`config.mk`:
```
export PLATFORM = sky130hd
export DESIGN_NAME = mem_arbiter_flat
export DESIGN_NICKNAME = d
export VERILOG_FILES = /design/src/rtl/mem_arbiter_pkg.sv /design/src/rtl/mem_arbiter_if.sv /design/src/rtl/mem_arbiter_arb_pick.sv /design/src/rtl/mem_arbiter.sv /design/src/flat_wrapper.sv
export SDC_FILE = /design/constraint.sdc
export NUM_CORES = 1
export LEC_CHECK = 0
export ABC_AREA = 0
export ABC_CLOCK_PERIOD_IN_PS = 4040
export CORE_ASPECT_RATIO = 1.5
export CORE_MARGIN = 2
export CORE_UTILIZATION = 45
export CTS_BUF_LIST = sky130_fd_sc_hd__clkbuf_16
export CTS_CLUSTER_DIAMETER = 100
export DETAILED_ROUTE_END_ITERATION = 10
export GPL_ROUTABILITY_DRIVEN = 0
export PLACE_DENSITY = 0.95
export SLEW_MARGIN = 20
export SYNTH_ARGS = -nofsm -noshare
export SYNTH_HDL_FRONTEND = slang
export SYNTH_SLANG_ARGS = --single-unit
```
`constraint.sdc`:
```
create_clock -name clk -period 4.04 [get_ports clk]
set_input_delay 0.808 -clock clk [delete_from_list [all_inputs] [get_ports clk]]
set_output_delay 0.808 -clock clk [all_outputs]
set_load 0.05 [all_outputs]
```
`src/rtl/mem_arbiter_pkg.sv`:
```
// Shared constants for the I/D-cache to main-memory arbiter.
package mem_arb_pkg;

  // FSM state encoding
  localparam logic [1:0] IDLE  = 2'd0;
  localparam logic [1:0] FILL  = 2'd1;
  localparam logic [1:0] WRITE = 2'd2;
  localparam logic [1:0] GAP   = 2'd3;

  // Grant ids
  localparam logic PORT_I = 1'b0;
  localparam logic PORT_D = 1'b1;

  // Default geometry
  localparam int unsigned DefWordsPerBlock = 8;
  localparam int unsigned DefMemLatency    = 4;

  // Byte address of the first word of the block holding addr.
  function automatic logic [15:0] block_base(input logic [15:0] addr,
                                             input int unsigned words);
    return addr & ~16'(2 * words - 1);
  endfunction

endpackage

```
`src/rtl/mem_arbiter_if.sv`:
```
// Cache-side and memory-side signals of the arbiter, grouped as one bundle.
// slave: the arbiter's view. master: the caches plus memory around it.
interface mem_arbiter_if;
  logic        i_miss;
  logic [15:0] i_addr;
  logic        i_service;
  logic        i_data_valid;
  logic [15:0] i_data;

  logic        d_miss;
  logic        d_write;
  logic [15:0] d_addr;
  logic [15:0] d_wdata;
  logic        d_service;
  logic        d_data_valid;
  logic [15:0] d_data;

  logic        mem_enable;
  logic        mem_wr;
  logic [15:0] mem_addr;
  logic [15:0] mem_wdata;
  logic [15:0] mem_rdata;
  logic        mem_rvalid;

  modport slave (
    input  i_miss, i_addr, d_miss, d_write, d_addr, d_wdata, mem_rdata, mem_rvalid,
    output i_service, i_data_valid, i_data, d_service, d_data_valid, d_data,
           mem_enable, mem_wr, mem_addr, mem_wdata
  );

  modport master (
    output i_miss, i_addr, d_miss, d_write, d_addr, d_wdata, mem_rdata, mem_rvalid,
    input  i_service, i_data_valid, i_data, d_service, d_data_valid, d_data,
           mem_enable, mem_wr, mem_addr, mem_wdata
  );
endinterface

```
`src/rtl/mem_arbiter_arb_pick.sv`:
```
// Combinational grant picker between the I- and D-cache requests.
// ARB_ROUND_ROBIN_EN: when both request, grant the port not granted last.
// Otherwise D always wins over I.
module arb_pick
  import mem_arb_pkg::*;
(
  input  logic i_req_i,
  input  logic d_req_i,
  input  logic last_grant_i,
  output logic grant_o,
  output logic valid_o
);

  assign valid_o = i_req_i | d_req_i;

`ifdef ARB_ROUND_ROBIN_EN
  // Alternate on contention, otherwise grant whoever asks.
  always_comb begin
    if (i_req_i && d_req_i) begin
      grant_o = ~last_grant_i;
    end else begin
      grant_o = d_req_i ? PORT_D : PORT_I;
    end
  end
`else
  logic unused_last_grant;
  assign unused_last_grant = last_grant_i;

  // Fixed priority: D over I.
  always_comb begin
    grant_o = d_req_i ? PORT_D : PORT_I;
  end
`endif

endmodule

```
`src/rtl/mem_arbiter.sv`:
```
// Serialises I-cache block fills and D-cache fills/write-throughs onto one
// pipelined main memory. Contention policy lives in arb_pick
// (ARB_ROUND_ROBIN_EN selects round robin, default is D-over-I priority).
module mem_arbiter
  import mem_arb_pkg::*;
#(
  parameter int unsigned WORDS_PER_BLOCK = DefWordsPerBlock,
  // Memory read latency; returns are counted, so no logic depends on it.
  parameter int unsigned MEM_LATENCY     = DefMemLatency
) (
  input logic           clk,
  input logic           rst,
  mem_arbiter_if.slave  bus_io
);

  localparam int unsigned     CntW   = $clog2(WORDS_PER_BLOCK) + 1;
  localparam logic [CntW-1:0] CntMax = CntW'(WORDS_PER_BLOCK);

  logic [1:0]      state_q, state_d;
  logic            grant_q, grant_d;
  logic            last_grant_q, last_grant_d;
  logic [15:0]     addr_q, addr_d;   // block base for fills, word address for writes
  logic [15:0]     wdata_q, wdata_d;
  logic [CntW-1:0] issue_q, issue_d;
  logic [CntW-1:0] ret_q, ret_d;
  logic            pick_id, pick_valid;
  logic [15:0]     addr_sel;
  logic            is_write;

  arb_pick u_arb_pick (
    .i_req_i      (bus_io.i_miss),
    .d_req_i      (bus_io.d_miss),
    .last_grant_i (last_grant_q),
    .grant_o      (pick_id),
    .valid_o      (pick_valid)
  );

  // Next-state: grant in IDLE, count issues and returns in FILL.
  always_comb begin
    state_d      = state_q;
    grant_d      = grant_q;
    last_grant_d = last_grant_q;
    addr_d       = addr_q;
    wdata_d      = wdata_q;
    issue_d      = issue_q;
    ret_d        = ret_q;
    addr_sel     = (pick_id == PORT_D) ? bus_io.d_addr : bus_io.i_addr;
    is_write     = (pick_id == PORT_D) && bus_io.d_write;
    unique case (state_q)
      IDLE: begin
        if (pick_valid) begin
          grant_d      = pick_id;
          last_grant_d = pick_id;
          addr_d       = is_write ? addr_sel : block_base(addr_sel, WORDS_PER_BLOCK);
          wdata_d      = bus_io.d_wdata;
          issue_d      = '0;
          ret_d        = '0;
          state_d      = is_write ? WRITE : FILL;
        end
      end
      FILL: begin
        if (issue_q != CntMax) begin
          issue_d = issue_q + 1'b1;
        end
        if (bus_io.mem_rvalid && (ret_q != CntMax)) begin
          ret_d = ret_q + 1'b1;
          if (ret_q == CntMax - 1'b1) begin
            state_d = GAP;
          end
        end
      end
      WRITE:   state_d = GAP;
      GAP:     state_d = IDLE;
      default: state_d = IDLE;
    endcase
  end

  // Outputs decoded from state; fill data passes straight through to the grantee.
  always_comb begin
    bus_io.i_service    = 1'b0;
    bus_io.i_data_valid = 1'b0;
    bus_io.i_data       = '0;
    bus_io.d_service    = 1'b0;
    bus_io.d_data_valid = 1'b0;
    bus_io.d_data       = '0;
    bus_io.mem_enable   = 1'b0;
    bus_io.mem_wr       = 1'b0;
    bus_io.mem_addr     = '0;
    bus_io.mem_wdata    = '0;
    unique case (state_q)
      FILL: begin
        if (issue_q != CntMax) begin
          bus_io.mem_enable = 1'b1;
          bus_io.mem_addr   = addr_q + 16'({issue_q, 1'b0});
        end
        if (grant_q == PORT_D) begin
          bus_io.d_service    = 1'b1;
          bus_io.d_data_valid = bus_io.mem_rvalid;
          bus_io.d_data       = bus_io.mem_rdata;
        end else begin
          bus_io.i_service    = 1'b1;
          bus_io.i_data_valid = bus_io.mem_rvalid;
          bus_io.i_data       = bus_io.mem_rdata;
        end
      end
      WRITE: begin
        bus_io.mem_enable = 1'b1;
        bus_io.mem_wr     = 1'b1;
        bus_io.mem_addr   = addr_q;
        bus_io.mem_wdata  = wdata_q;
        bus_io.d_service  = 1'b1;
      end
      default: ;
    endcase
  end

  // State registers with synchronous active-low reset.
  always_ff @(posedge clk) begin
    if (!rst) begin
      state_q      <= IDLE;
      grant_q      <= PORT_I;
      last_grant_q <= PORT_I;
      addr_q       <= '0;
      wdata_q      <= '0;
      issue_q      <= '0;
      ret_q        <= '0;
    end else begin
      state_q      <= state_d;
      grant_q      <= grant_d;
      last_grant_q <= last_grant_d;
      addr_q       <= addr_d;
      wdata_q      <= wdata_d;
      issue_q      <= issue_d;
      ret_q        <= ret_d;
    end
  end

endmodule

```
`src/flat_wrapper.sv`:
```
// flat-port wrapper written by rule: the top's interface ports become plain ports
module mem_arbiter_flat import mem_arb_pkg::*;
#(
  parameter int unsigned WORDS_PER_BLOCK = DefWordsPerBlock,
                                                                         
  parameter int unsigned MEM_LATENCY     = DefMemLatency
)
  (clk, rst, bus_io_i_miss, bus_io_i_addr, bus_io_d_miss, bus_io_d_write, bus_io_d_addr, bus_io_d_wdata, bus_io_mem_rdata, bus_io_mem_rvalid, bus_io_i_service, bus_io_i_data_valid, bus_io_i_data, bus_io_d_service, bus_io_d_data_valid, bus_io_d_data, bus_io_mem_enable, bus_io_mem_wr, bus_io_mem_addr, bus_io_mem_wdata);
  mem_arbiter_if bus_io_i ();
  input logic clk;
  input logic rst;
  input wire logic [$bits(bus_io_i.i_miss)-1:0] bus_io_i_miss;
  input wire logic [$bits(bus_io_i.i_addr)-1:0] bus_io_i_addr;
  input wire logic [$bits(bus_io_i.d_miss)-1:0] bus_io_d_miss;
  input wire logic [$bits(bus_io_i.d_write)-1:0] bus_io_d_write;
  input wire logic [$bits(bus_io_i.d_addr)-1:0] bus_io_d_addr;
  input wire logic [$bits(bus_io_i.d_wdata)-1:0] bus_io_d_wdata;
  input wire logic [$bits(bus_io_i.mem_rdata)-1:0] bus_io_mem_rdata;
  input wire logic [$bits(bus_io_i.mem_rvalid)-1:0] bus_io_mem_rvalid;
  output wire logic [$bits(bus_io_i.i_service)-1:0] bus_io_i_service;
  output wire logic [$bits(bus_io_i.i_data_valid)-1:0] bus_io_i_data_valid;
  output wire logic [$bits(bus_io_i.i_data)-1:0] bus_io_i_data;
  output wire logic [$bits(bus_io_i.d_service)-1:0] bus_io_d_service;
  output wire logic [$bits(bus_io_i.d_data_valid)-1:0] bus_io_d_data_valid;
  output wire logic [$bits(bus_io_i.d_data)-1:0] bus_io_d_data;
  output wire logic [$bits(bus_io_i.mem_enable)-1:0] bus_io_mem_enable;
  output wire logic [$bits(bus_io_i.mem_wr)-1:0] bus_io_mem_wr;
  output wire logic [$bits(bus_io_i.mem_addr)-1:0] bus_io_mem_addr;
  output wire logic [$bits(bus_io_i.mem_wdata)-1:0] bus_io_mem_wdata;
  assign bus_io_i.i_miss = bus_io_i_miss;
  assign bus_io_i.i_addr = bus_io_i_addr;
  assign bus_io_i.d_miss = bus_io_d_miss;
  assign bus_io_i.d_write = bus_io_d_write;
  assign bus_io_i.d_addr = bus_io_d_addr;
  assign bus_io_i.d_wdata = bus_io_d_wdata;
  assign bus_io_i.mem_rdata = bus_io_mem_rdata;
  assign bus_io_i.mem_rvalid = bus_io_mem_rvalid;
  assign bus_io_i_service = bus_io_i.i_service;
  assign bus_io_i_data_valid = bus_io_i.i_data_valid;
  assign bus_io_i_data = bus_io_i.i_data;
  assign bus_io_d_service = bus_io_i.d_service;
  assign bus_io_d_data_valid = bus_io_i.d_data_valid;
  assign bus_io_d_data = bus_io_i.d_data;
  assign bus_io_mem_enable = bus_io_i.mem_enable;
  assign bus_io_mem_wr = bus_io_i.mem_wr;
  assign bus_io_mem_addr = bus_io_i.mem_addr;
  assign bus_io_mem_wdata = bus_io_i.mem_wdata;
  mem_arbiter #(.WORDS_PER_BLOCK(WORDS_PER_BLOCK), .MEM_LATENCY(MEM_LATENCY)) u_core (.clk(clk), .rst(rst), .bus_io(bus_io_i));
endmodule
```
==> metrics.txt, run 1 <==
P&R area growth vs syn 53.5%; synth unique cells 54; Tot GR Track Use 24.5%; # diodes 0; synth top area cells dfxtp_1 (29%), and2_1 (8.5%), nand2_1 (8.3%); CTS buffer count 5; clock skew 0.00524 ns; worst r2r path cells 7; Initial Utilization 45.8%; H-tree levels 2; clock share of power 21.2%; actual slew at the worst max-slew pin 0.827 ns; Hold Fails Final Rpt 0; Synth Register Bits 43; Tightest Hold Check Type reg2reg; Routed wire per std cell 15.6 um; max cap viols 0; Max rail drop VDD between 300 and 400 uV; Final period util 95.8%; Power Dens Cells 553 nW/um^2; Seq/Total Area, Yosys 29.2%; number of synthesized flops with an enable pin 0; # clock sinks between 40 and 50; via count about 3,300; FFs w/ async S/R, synth 0%; Setup CP Type reg2out; worst hold slack 0.459 ns; Final Setup Violations 0; Max stage delay on crit path 0.86 ns; Sw Pwr around 1100 uW; Pins Over Slew Limit 0; Antenna Nets Post-Route 0; failing checks DRC; FMAX 258 MHz; hpwl dp approximately 6600 um; count leader, synth nand2_1; Syn Std Cell Area between 2000 and 3000 um^2; Crit Reg-Reg Startpoint u_core.state_q[1]$_SDFFE_PN0P_; hold path startpoint u_core.addr_q[0]$_SDFFE_PN0P_; Worst Hold End u_core.addr_q[0]$_SDFFE_PN0P_; CTS tree yes; kind of start point of the critical path flop; # placed instances 571; Skew-Pair Late Insertion Delay 0.29 ns; total congestion overflow 0; internal power approximately 1400 uW; Mapped Nets 461; critical path's slowest cell clkdlybuf4s50_1; Synth Warn # 0; end of the worst register-to-register path u_core.ret_q[3]$_SDFFE_PN0P_; RSZ-0062 raised after global routing no; I/O pin cnt 140; Setup TNS Final 0 ns; Setup WS post-layout around 0.17 ns; top cells by count, synth nand2_1 (65), dfxtp_1 (43), and2_1 (40), and3_1 (24), a21boi_0 (21); First-pass DRT Iterations 8; cell row count 36; Max FO, Critical Path 10; endpoint type of the worst setup path output port; pre-CTS WS between 0.3 and 0.4 ns; cell count after synthesis 378; first-pass GRT wire length roughly 15,000 um; root buf cell clkbuf_16; vias in the first global route 3,106; die width 70.1 um; Rel. slew slack 44.9%; hold depth 2; WP data arrival 3.06 ns; chip height slightly above 100 um; # DRC 1; initial drt markers 149; Post-CTS Resized 0; Reg2Reg Setup Slack 1.68 ns; Reg power frac 24.9%; combinational power share 53.9%; core area 6440 um^2; post-synth top area cell dfxtp_1; detailed-route vias per instance 5.69; IO Port Bufs between 100 and 150; Die ar. 7230 um^2; top cell type's share of synthesized area 29.2%; synthesized area per cell 7.81 um^2; Post-synth top flop dfxtp_1; share of layout cells above drive strength 1 4.97%; switching part of the total power 45.6%; Clk pin slew, worst setup/hold paths 0.06 ns; Setup Buffers After CTS 0; CP Data Required Time 3.23 ns; initial antenna violation count 0; Final nets 585; Routed WL 9020 um; CP Cell Sequence ha_1, nand3_1, o221ai_1, a32oi_1, o21ai_0, clkdlybuf4s50_1; fin crit period 3.87 ns; hold buffer count at CTS 0; Final Non-Filler Cells 579; outcome finished with violations; largest net degree at the start of global routing 42; maximum root-to-sink buffer count 2; Pleak 0.00190 uW
## power groups by stage
stage | sequential (uW) | clock, uW | combinational, uW
final | 623 | 531 | 1350
after global routing | 636 | 556 | 1440
after CTS | 617 | 536 | 1350
after detailed placement | 625 | 0 | 1330
after global placement | 614 | 0 | 1300
after floorplan | 583 | 0 | 966
## routing by layer
layer / track usage (%) / vias to the layer above / part of all wire, %
met4: 9.62 / 0 / 2.8
met3: 3.88 / 26 / 6.5
li1: - / 1573 / -
met2: 47.3 / 165 / 54
met1: 26.8 / 1533 / 36
met5: 0 / - / 0
## layout make-up
cell class                 count  area [um^2]
sequential                    43          861
inverter                      17         63.8
fill                         502         1910
clock buffer                   5          125
multi-input combinational    293         1920
timing repair buffer         142         1390
clock inverter                 3         71.3
tap                           76         95.1
## worst max-delay path: cells and delay by family, from the launching register on
kind	cells	cell delay [ns]
AO/OA/AOI/OAI	3	1.01
buffers and inverters	1	0.86
adder cells (fa/ha/maj)	1	0.40
flip-flops	1	0.37
AND/OR/NAND/NOR	1	0.12
## per-stage QoR
step / area [um^2] / util [%] / power (uW)
floorplan: 2950 / - / 1550
global placement: 4330 / 67.2 / 1910
detailed placement: 4330 / 67.2 / 1960
CTS: 4520 / 70.2 / 2500
global route: 4530 / 70.3 / 2640
finish: 4530 / 70.3 / 2500
## worst max-delay path by stage
stage,cells past startpoint,slack [ns],to,from
after floorplan,7,0.71,bus_io_mem_addr[9],u_core.issue_q[0]$_SDFFE_PN0P_
after global placement,8,0.41,bus_io_mem_addr[7],u_core.issue_q[0]$_SDFFE_PN0P_
after detailed placement,8,0.33,bus_io_mem_addr[15],u_core.issue_q[0]$_SDFFE_PN0P_
after CTS,6,0.01,bus_io_mem_addr[15],u_core.issue_q[2]$_SDFFE_PN0P_
after global routing,8,0.06,bus_io_mem_addr[15],u_core.issue_q[0]$_SDFFE_PN0P_
final,6,0.17,bus_io_mem_addr[8],u_core.issue_q[3]$_SDFFE_PN0P_
## logic make-up (layout without fill, tap and decap cells)
logic type | Yosys count | in the layout | share of synthesized area (%)
simple gates | 181 | 181 | 32.4
compound gates | 80 | 80 | 20.6
flops | 43 | 43 | 29.2
buf+inv | 42 | 167 | 5.77
mux | 15 | 15 | 5.09
fa+ha+maj | 13 | 13 | 5.77
xor+xnor | 4 | 4 | 1.19
## flip-flops by register name, indices dropped and copies added, names as in the netlist
| name | cells |
|---|---|
| u_core.addr_q | 16 |
| u_core.wdata_q | 16 |
| u_core.issue_q | 4 |
| u_core.ret_q | 4 |
| u_core.state_q | 2 |
| u_core.grant_q | 1 |
## placed cells by master, fill, tap and decap left out, types with 13 or more instances in the layout
| cell | Yosys | routed |
|---|---|---|
| clkdlybuf4s50_1 | 0 | 129 |
| nand2_1 | 65 | 65 |
| dfxtp_1 | 43 | 43 |
| and2_1 | 40 | 40 |
| and3_1 | 24 | 24 |
| a21boi_0 | 21 | 21 |
| inv_1 | 17 | 17 |
| mux2i_1 | 15 | 15 |
| buf_4 | 0 | 13 |
Power figures use the tool's default switching activity.
==> run 2, diff against run 1 <==
CAP_MARGIN = 25   (was not set)
CTS_CLUSTER_SIZE = 12   (was not set)
==> run 2 against run 1 <==
The run now ends clean. Cell count rose by 0.17%. Register-to-register slack barely moved. Critical path depth did not move. Setup slack improved by 0.048 ns. Sequential power barely moved. Clock skew fell by 0.00071 ns. Largest cell class unchanged.
==> metrics.txt, run 2 (synthesized netlist as in run 1, its figures left out) <==
WP data arrival 3.01 ns (was 3.06 ns); root buf cell clkbuf_16 (unchanged); Largest regs u_core.addr_q (16), u_core.wdata_q (16) (unchanged); fin crit period 3.82 ns (was 3.87 ns); # clock sinks 43 (unchanged); CTS tree yes (unchanged); CP Data Required Time 3.23 ns (about the same); hold path startpoint u_core.addr_q[0]$_SDFFE_PN0P_ (unchanged); Antenna Nets Post-Route 0 (unchanged); core area 6440 um^2 (unchanged); commonest non-fill, non-tap cells in the layout clkdlybuf4s50_1 (128), nand2_1 (65), dfxtp_1 (43) (was clkdlybuf4s50_1 (129), nand2_1 (65), dfxtp_1 (43)); total congestion overflow 0 (unchanged); # placed instances 571 (unchanged); First-pass DRT Iterations 7 (was 8); Reg2Reg Setup Slack 1.68 ns (about the same); hpwl dp 6630 um (unchanged); P&R area growth vs syn 53.6% (was 53.5%); hold buffer count at CTS 0 (unchanged); Final Setup Violations 0 (unchanged); first-pass GRT wire length 14,600 um (unchanged); share of layout cells above drive strength 1 4.96% (was 4.97%); Hold Fails Final Rpt 0 (unchanged); cell row count 36 (unchanged); Clk pin slew, worst setup/hold paths 0.07 ns (was 0.06 ns); Sw Pwr 1150 uW (was 1140 uW); maximum root-to-sink buffer count 2 (unchanged); Max rail drop VDD 394 uV (was 393 uV); via count 3,295 (was 3,297); # diodes 0 (unchanged); initial drt markers 168 (was 149); Power Dens Cells 553 nW/um^2 (about the same); Tot GR Track Use 24.5% (unchanged); largest net degree at the start of global routing 42 (unchanged); FMAX 262 MHz (was 258 MHz); clock share of power 21.3% (was 21.2%); Pleak 0.00193 uW (was 0.00190 uW); Reg power frac 24.9% (about the same); max cap viols 0 (unchanged); I/O pin cnt 140 (unchanged); combinational power share 53.8% (was 53.9%); # DRC 0 (was 1); Setup CP Type reg2out (unchanged); CTS buffer count 5 (unchanged); Final Non-Filler Cells 580 (was 579); RSZ-0062 raised after global routing no (unchanged); internal power 1360 uW (about the same); placed cell area 4330 um^2 (unchanged); Routed wire per std cell 15.6 um (about the same); worst setup path start u_core.issue_q[3]$_SDFFE_PN0P_ (unchanged); Rel. slew slack 47.4% (was 44.9%); fill count 505 (was 502); die width 70.1 um (unchanged); vias in the first global route 3,106 (unchanged); fin area 4530 um^2 (about the same); IO Port Bufs 135 (unchanged); switching part of the total power 45.7% (was 45.6%); endpoint type of the worst setup path output port (unchanged); Setup TNS Final 0 ns (unchanged); Routed WL 9060 um (was 9020 um); most common cell after layout, fill and taps aside clkdlybuf4s50_1 (unchanged); Tightest Hold Check Type reg2reg (unchanged); Initial Utilization 45.8% (unchanged); initial antenna violation count 0 (unchanged); Final nets 586 (was 585); detailed-route vias per instance 5.68 (was 5.69); storage element area 861 um^2 (unchanged); Pins Over Slew Limit 0 (unchanged); Crit Reg-Reg Startpoint u_core.state_q[1]$_SDFFE_PN0P_ (unchanged); area of the multi-input gates 1920 um^2 (about the same); clock skew 0.00454 ns (was 0.00524 ns); Die ar. 7230 um^2 (unchanged); kind of start point of the critical path flop (unchanged); actual slew at the worst max-slew pin 0.789 ns (was 0.827 ns); Design Power 2510 uW (was 2500 uW); Final period util 94.6% (was 95.8%); Max FO, Critical Path 10 (unchanged); chip height 103 um (unchanged); Skew-Pair Late Insertion Delay 0.29 ns (about the same); H-tree levels 2 (unchanged); outcome complete, no violations (was finished with violations)
-- run 2: metal layers --
metal	up-vias	track usage, %	part of all wire, %
met5	-	0	0
met4	0	9.62	2.5
met1	1526	26.8	37
li1	1573	-	-
met2	171	47.3	54
met3	25	3.88	6.5
-- run 2: worst paths after layout --
check	endpoint	cells after the start
worst max-delay path	bus_io_mem_addr[8]	6
worst min-delay path	u_core.addr_q[0]$_SDFFE_PN0P_	2
worst max register to register	u_core.ret_q[3]$_SDFFE_PN0P_	7
worst min register to register	u_core.addr_q[0]$_SDFFE_PN0P_	2
-- run 2: timing repair --
| item | 4_1_cts | 5_1_grt |
|---|---|---|
| setup buffers | 0 | 0 |
| endpoints found under the hold margin | 0 | 0 |
| setup endpoints to repair | 0 | 1 |
| gates resized for setup | 0 | 1 |
-- run 2: area by class of cell --
class                   instances  area share, %
multi-input cells             293           42.4
repair buffers                143           30.8
flip-flops and latches         43           19.0
clock buffers                   5           2.76
well taps                      76           2.10
clock inverters                 3           1.57
inverters                      17           1.41
-- run 2: critical path, stage by stage (launching register included) --
cell             delay, ns
dfxtp_1               0.37
ha_1                  0.40
nand3_1               0.12
o221ai_1              0.64
a32oi_1               0.19
o21ai_0               0.16
clkdlybuf4s50_1       0.86
-- run 2: metrics by stage --
step	hold WS [ns]	worst slack, ns	util (%)
5_1_grt	0.482	0.0847	70.4
2_1_floorplan	0.436	0.714	-
3_5_place_dp	0.455	0.331	67.2
3_3_place_gp	0.445	0.411	67.2
4_1_cts	0.463	0.0135	70.2
6_report	0.459	0.217	70.4
-- run 2: power by group through the flow --
| stage | sequential [uW] | clock [uW] | combinational [uW] |
|---|---|---|---|
| floorplan | 583 | 0 | 966 |
| global placement | 614 | 0 | 1300 |
| detailed placement | 625 | 0 | 1330 |
| CTS | 617 | 536 | 1350 |
| global route | 636 | 556 | 1440 |
| finish | 624 | 534 | 1350 |
==> run 3, diff against run 2 <==
ABC_CLOCK_PERIOD_IN_PS = 4810   (was 4040)
clock period = 4.81 ns   (was 4.04 ns; I/O delays follow)
==> run 3 against run 2 <==
Global-route usage decreased by 0.91 points. Count of clock-buffer cells in the layout stayed put. Clock skew grew 0.0014 ns. Non-clock buffer count is 3 lower. First-iteration DRC count rose by 6.5%. Sequential share of layout area is 0.30 points higher. Register-to-register slack gained 0.63 ns. Design area decreased by 1.5%. Critical path depth is the same. Critical path type unchanged. Setup slack improved by 0.38 ns.
==> metrics.txt, run 3 (synthesized netlist as in run 1, its figures left out) <==
Setup Buffers After CTS 0 (unchanged); IO Port Bufs 135 (unchanged); hold buffer count at CTS 0 (unchanged); fin crit period 4.21 ns; pre-CTS WS 0.979 ns (was 0.331 ns); Largest regs u_core.addr_q (16), u_core.wdata_q (16) (unchanged); Clk pin slew, worst setup/hold paths 0.06 ns (was 0.07 ns); Skew-Pair Late Insertion Delay 0.28 ns (was 0.29 ns); Hold Fails Final Rpt 0 (unchanged); H-tree levels 2 (unchanged); commonest non-fill, non-tap cells in the layout clkdlybuf4s50_1 (135), nand2_1 (65), dfxtp_1 (43) (was clkdlybuf4s50_1 (128), nand2_1 (65), dfxtp_1 (43)); Tightest Hold Check Type reg2reg (unchanged); Tot GR Track Use 23.6% (was 24.5%); maximum root-to-sink buffer count 2 (unchanged); core area 6440 um^2 (unchanged); CP Data Required Time 3.85 ns (was 3.23 ns); Post-CTS Resized 0 (unchanged); I/O pin cnt 140 (unchanged); WP data arrival 3.25 ns (was 3.01 ns); Max rail drop VDD 389 uV (was 394 uV); Max FO, Critical Path 10 (unchanged); hpwl dp 6570 um (was 6630 um); Design Power 1960 uW (was 2510 uW); CTS buffer count 5 (unchanged); Power Dens Cells 440 nW/um^2 (was 553 nW/um^2); chip height 103 um (unchanged); initial drt markers 179 (was 168); # diodes 0 (unchanged); Pins Over Slew Limit 0 (unchanged); Rel. slew slack 34.5% (was 47.4%); clock skew 0.00597 ns (was 0.00454 ns); Final Setup Violations 0 (unchanged); # DRC 0 (unchanged); CP Buf/Inv Count 1 (unchanged); critical path's slowest cell clkdlybuf4s50_1 (unchanged); Initial Utilization 45.8% (unchanged); largest net degree at the start of global routing 42 (unchanged); fill count 526 (was 505); detailed-route vias per instance 5.71 (was 5.68); CTS tree yes (unchanged); die width 70.1 um (unchanged); outcome complete, no violations (unchanged); Routed WL 8760 um (was 9060 um); worst hold slack 0.456 ns (was 0.459 ns); total congestion overflow 0 (unchanged); Routed wire per std cell 15.2 um (was 15.6 um); FMAX around 240 MHz; Final period util between 80% and 90%; Max stage delay on crit path 0.82 ns (was 0.86 ns); initial antenna violation count 0 (unchanged); first-pass GRT wire length 14,000 um (was 14,600 um); via count 3,291 (was 3,295); CP Cell Sequence ha_1, nor2b_1, o31ai_1, a211o_1, and3_1, clkdlybuf4s50_1 (was ha_1, nand3_1, o221ai_1, a32oi_1, o21ai_0, clkdlybuf4s50_1); Final nets 583 (was 586); First-pass DRT Iterations 5 (was 7); root buf cell clkbuf_16 (unchanged); cell row count 36 (unchanged); Die ar. 7230 um^2 (unchanged); # clock sinks 43 (unchanged); RSZ-0062 raised after global routing no (unchanged); kind of start point of the critical path flop (unchanged); actual slew at the worst max-slew pin 0.975 ns (was 0.789 ns); vias in the first global route 3,099 (was 3,106); P&R area growth vs syn 51.2% (was 53.6%); max cap viols 0 (unchanged); Setup WS post-layout 0.601 ns (was 0.217 ns); Antenna Nets Post-Route 0 (unchanged); most common cell after layout, fill and taps aside clkdlybuf4s50_1 (unchanged); Pleak 0.00186 uW (was 0.00193 uW); endpoint type of the worst setup path output port (unchanged); share of layout cells above drive strength 1 2.80% (was 4.96%); Setup TNS Final 0 ns (unchanged); Setup CP Type reg2out (unchanged); delay-heaviest family, CP compound AO/OA/AOI/OAI gates (unchanged)
## run 3: metrics by stage
stage	cells	cell area, um^2	util, %
2_1_floorplan	378	2950	-
3_3_place_gp	569	4330	67.2
3_5_place_dp	569	4330	67.2
4_1_cts	576	4460	69.3
5_1_grt	576	4460	69.3
6_report	576	4460	69.3
## run 3: area by class of cell
type	instances	area, um^2	area share [%]
multi-input cells	293	1920	43.0
repair buffers	140	1390	31.1
flip-flops and latches	43	861	19.3
clock buffers	5	125	2.80
well taps	76	95.1	2.13
inverters	17	63.8	1.43
clock inverters	2	8.76	0.196
## run 3: path summary, 6_finish.rpt
kind                                         from  slack [ns]  cells past startpoint                         endpoint
setup / recovery   u_core.issue_q[2]$_SDFFE_PN0P_        0.60                      6               bus_io_mem_addr[7]
hold / removal    u_core.wdata_q[11]$_SDFFE_PN0P_        0.46                      2  u_core.wdata_q[11]$_SDFFE_PN0P_
setup reg to reg   u_core.state_q[1]$_SDFFE_PN0P_        2.31                      7     u_core.ret_q[3]$_SDFFE_PN0P_
hold reg to reg   u_core.wdata_q[11]$_SDFFE_PN0P_        0.46                      2  u_core.wdata_q[11]$_SDFFE_PN0P_
## run 3: routing by layer
layer  wire length (um)  part of all wire (%)  vias up  GRT usage (%)
met5                  0                     0        -              0
met4                298                   3.4        0           11.1
met3                548                   6.3       28           4.55
met2               4680                    53      148           44.8
met1               3230                    37     1540           25.2
li1                   -                     -     1575              -
## run 3: worst register-to-register path: cells and delay by family (launching register included)
kind            cells  cell delay (ns)
compound gates      1             0.14
fa+ha+maj           1             0.46
buf+inv             2             0.41
flops               1             0.32
simple gates        3             1.11
## run 3: power breakdown
part	internal (uW)	switching (uW)
clock	187	130
combinational	403	726
sequential	436	82.3
